--- config.mk ---
export PLATFORM = sky130hd
export DESIGN_NAME = queen_occupancy
export DESIGN_NICKNAME = d
export VERILOG_FILES = /design/src/rtl/queen_pkg.sv /design/src/rtl/queen_occupancy.sv
export SDC_FILE = /design/constraint.sdc
export NUM_CORES = 1
export LEC_CHECK = 0
export CAP_MARGIN = 30
export CORE_MARGIN = 1.5
export CORE_UTILIZATION = 40
export CTS_CLUSTER_SIZE = 28
export DETAILED_ROUTE_END_ITERATION = 12
export PLACE_DENSITY_LB_ADDON = 0.05
export SLEW_MARGIN = 40
export SYNTH_ARGS = -nofsm -noshare
export SYNTH_HDL_FRONTEND = slang
export SYNTH_SLANG_ARGS = --single-unit
--- constraint.sdc ---
create_clock -name clk -period 8.45 [get_ports clk]
set_input_delay 2.535 -clock clk [delete_from_list [all_inputs] [get_ports clk]]
set_output_delay 2.535 -clock clk [all_outputs]
set_load 0.03 [all_outputs]
--- src/rtl/queen_pkg.sv ---
// Shared definitions for the N-queens placement checker: board defaults,
// FSM state encoding and the diagonal mask index helpers.
package queen_pkg;

    localparam int N_DEF  = 8;
    localparam int LN_DEF = 5;

    typedef enum logic [1:0] {
        IDLE   = 2'd0,
        LOAD   = 2'd1,
        REPORT = 2'd2
    } state_t;

    // Sum diagonal: constant k+j, range 0..2N-2.
    function automatic int sum_idx(input int k, input int j);
        return k + j;
    endfunction

    // Difference diagonal offset by N so the index stays non-negative (1..2N-1).
    function automatic int dif_idx(input int k, input int j, input int n = N_DEF);
        return n - k + j;
    endfunction

endpackage

--- src/rtl/queen_occupancy.sv ---
// Column, sum-diagonal and difference-diagonal occupancy masks with a
// combinational hit flag for the row/column currently presented.
module queen_occupancy
    import queen_pkg::*;
#(
    parameter int N  = N_DEF,
    parameter int LN = LN_DEF
) (
    input  logic          clk,
    input  logic          rst_n,
    input  logic          clear,
    input  logic          set,
    input  logic [LN-1:0] row,
    input  logic [LN-1:0] col,
    output logic          hit
);

    localparam logic [LN-1:0] N_L = LN'(N);

    logic [N-1:0]   mh;
    logic [2*N-1:0] ms;
    logic [2*N-1:0] md;
    logic [N-1:0]   mh_sh;
    logic [2*N-1:0] ms_sh;
    logic [2*N-1:0] md_sh;
    logic [LN:0]    s_idx;
    logic [LN:0]    d_idx;
    logic           in_range;

    assign in_range = (col < N_L);
    assign s_idx    = (LN+1)'(sum_idx(int'(row), int'(col)));
    assign d_idx    = (LN+1)'(dif_idx(int'(row), int'(col), N));

    // Shifting instead of indexing keeps out-of-range columns harmless.
    assign mh_sh = mh >> col;
    assign ms_sh = ms >> s_idx;
    assign md_sh = md >> d_idx;

    assign hit = !in_range || mh_sh[0] || ms_sh[0] || md_sh[0];

    always_ff @(posedge clk or negedge rst_n) begin
        if (!rst_n) begin
            mh <= '0;
            ms <= '0;
            md <= '0;
        end else if (clear) begin
            mh <= '0;
            ms <= '0;
            md <= '0;
        end else if (set && in_range) begin
            mh <= mh | (N'(1) << col);
            ms <= ms | ((2*N)'(1) << s_idx);
            md <= md | ((2*N)'(1) << d_idx);
        end
    end

endmodule

==> results.md <==
* FFs w/ async S/R, synth at 100%
* Die area at 6630 um^2
* P&R area growth vs syn at 16.7%
* CP arrival at 5700 ps
* Final Hold Viols at 0
* Syn Inst Count at 250
* Least-Margin Pin Slew at 735 ps
* GRT Util Overall at 19.4%
* Unrepaired setup endpoints after global routing: false
* Starting DRC count in detailed routing at 62
* Max cap viols at 0
* Ys flop type: dfrtp_1
* Worst r2r src: mh[6]
* Final period util at 97.5%
* Sw Pwr at 0.130 mW
* Worst slack at placement at -2.65 ps
* Hold Crit Depth at 2
* CTS tree: done
* Hold WC Path Type: reg -> reg
* Worst reg-to-reg setup slack at 7730 ps
* PortBufs at 14
* TritonCTS Sinks at 40
* Crit end category: output port
* # fillers at 567
* Setup tns final at 0 ps
* H-tree lvl count at 2
* Comb pwr share at 26.2%
* I/O Pins at 15
* R2R depth at 2
* Yosys cell types at 47
* Final wirelength at 5490 um
* Normalized max-slew margin at 50.3%
* PnR worst setup slack at 212 ps
* R2R Path End: mh[6]
* Worst-Skew Late Latency at 280 ps
* Reg power frac at 44.3%
* Vias in the first global route at 1945
* Synth warn at 0
* Hold path start: ms[2]
* TritonRoute pass-1 iters at 4
* Pint at 0.311 mW
* Setup Skew at 0 ps
* Min-Delay Endpoint: ms[2]
* GP Congestion at 0.775
* CP startpoint kind: input pin
* Largest buffer count on any clock path at 2
* Setup Viol. Count Final at 0
* Kind of critical path: in -> out
* Pin count of the biggest net entering global routing at 43
* CTS clock-pin slew for the worst setup and hold paths at 70 ps
* Hold-fix buffers, CTS at 0
* Status: finished, final reports clean
* FF+latch count, synth at 40
* Initial antenna violation count at 0
* Finished Cell Area at 2870 um^2
* Syn_nets at 279
* IR drop worst, VDD at 0.0900 mV
* CP required at 5920 ps
* Seq/Total Area, Yosys at 40.7%
* Final ANT Viol Nets at 0
* Dpl hpwl at 4040 um
* Syn avg cell area at 9.84 um^2
* Vias per inst at 5.37
* Pwr Density at 154 nW/um^2
* Fmax at 121 MHz
* Final net count at 307
* Root buf cell: clkbuf_8
* Die Y at 81.4 um
* Starting Density at 41.6%
* Core Area at 5920 um^2
* Cell Rows at 28
* Final core occ at 48.5%
* Min cycle time layout at 8240 ps
* Crit-path max FO at 4
* Vias at 1901
* N_diodes at 0
* WL per Instance at 15.5 um
* Die W at 81.4 um
* Area after DPL at 2780 um^2
* First-pass GRT wire length at 9720 um
* Static leakage at 1.27 nW
* EDFF count, synth at 0
* Synthesized cell area at 2460 um^2
* Share of layout cells above drive strength 1 at 17.2%
* GR Overflow Total at 0
* # DRC at 0
* Final Max Slew Viols at 0
* Hold_ws at 495 ps
* Sw Ratio at 29.5%
* Power share of the clock group at 29.5%
* Inserted Clock Buffers at 5
-- state kept, by name, indices dropped and copies added, names as in the netlist --
| signal | count |
|---|---|
| ms | 16 |
| mh | 8 |
| md | 16 |
-- cell usage after synthesis (all sizes together), types with 3 or more instances --
cell,number,area (um^2)
nand2b,6,37.5
ha,13,163
clkbuf,11,41.3
nor2b,5,31.3
a21oi,23,115
mux2i,6,60.1
mux2,3,33.8
or3,7,43.8
nor2,40,150
o22ai,6,37.5
inv,22,82.6
a31oi,10,62.6
nor4,3,18.8
mux4,8,180
nand2,5,18.8
dfrtp,40,1000
nor3,4,20.0
-- power groups by stage --
stage	Clock [mW]	Combinational, mW	Sequential (mW)
2_1_floorplan	0	0.0732	0.199
3_3_place_gp	0	0.116	0.199
3_5_place_dp	0	0.116	0.199
4_1_cts	0.134	0.116	0.195
5_1_grt	0.143	0.130	0.196
6_report	0.130	0.116	0.195
-- cells in the final DEF, fill, tap and decap left out, drive strengths merged, types with 3 or more instances in the layout --
cell / Yosys / final
a31oi: 10 / 10
nand2: 5 / 5
nor4: 3 / 3
ha: 13 / 13
nor2: 40 / 40
mux2: 3 / 3
mux2i: 6 / 6
clkdlybuf4s50: 0 / 12
buf: 2 / 21
nor3: 4 / 4
o22ai: 6 / 6
a21oi: 23 / 23
mux4: 8 / 8
nor2b: 5 / 5
inv: 22 / 22
dfrtp: 40 / 40
clkbuf: 11 / 8
nand2b: 6 / 6
or3: 7 / 7
-- critical path: stages --
cell	delay, ps
clkdlybuf4s50_1	450
ha_1	230
fa_1	430
xor2_2	300
mux2_2	370
o22ai_1	170
a221oi_1	90
a2111oi_0	470
buf_4	180
nand4_1	100
dlygate4sd2_1	370
-- metal layers --
metal	part of all wire [%]	routed length [um]	global-route usage, %
met1	53	2910	29.1
met2	42	2330	28.3
met3	3.7	203	3.78
met4	0.73	40	5.17
met5	0	0	0
-- worst max path at each step --
stage	depth (start not counted)	startpoint	endpoint
floorplan	12	col[0]	hit
global placement	12	row[1]	hit
detailed placement	11	col[0]	hit
CTS	11	col[0]	hit
global route	11	col[0]	hit
finish	11	col[0]	hit
-- metrics by stage --
stage                     power (mW)  instances
after floorplan                0.272        250
after global routing           0.469        354
after global placement         0.315        346
after detailed placement       0.315        346
after CTS                      0.446        354
final                          0.441        354
-- final cells by class --
cell class / count / area, um^2 / area share, %
Inverter: 22 / 82.6 / 2.88
Sequential cell: 40 / 1000 / 34.9
Timing Repair Buffer: 34 / 287 / 9.98
Multi-Input combinational cell: 175 / 1320 / 45.9
Clock buffer: 8 / 90.1 / 3.14
Tap cell: 75 / 93.8 / 3.27
-- what timing repair did --
| item | in CTS | in global routing |
|---|---|---|
| setup endpoints to repair | 1 | 0 |
| setup buffers | 0 | 0 |
| resized for setup | 1 | 0 |
-- logic make-up (layout without fill, tap and decap cells) --
kind of cell / after synthesis / after routing / share of synthesized area, %
simple gates: 81 / 81 / 16.8
compound gates: 59 / 59 / 16.0
flops: 40 / 40 / 40.7
buf+inv: 35 / 64 / 5.80
mux: 17 / 17 / 11.1
fa+ha+maj: 15 / 15 / 8.24
xor+xnor: 3 / 3 / 1.37
No activity file was read; power rests on OpenSTA's default activity.
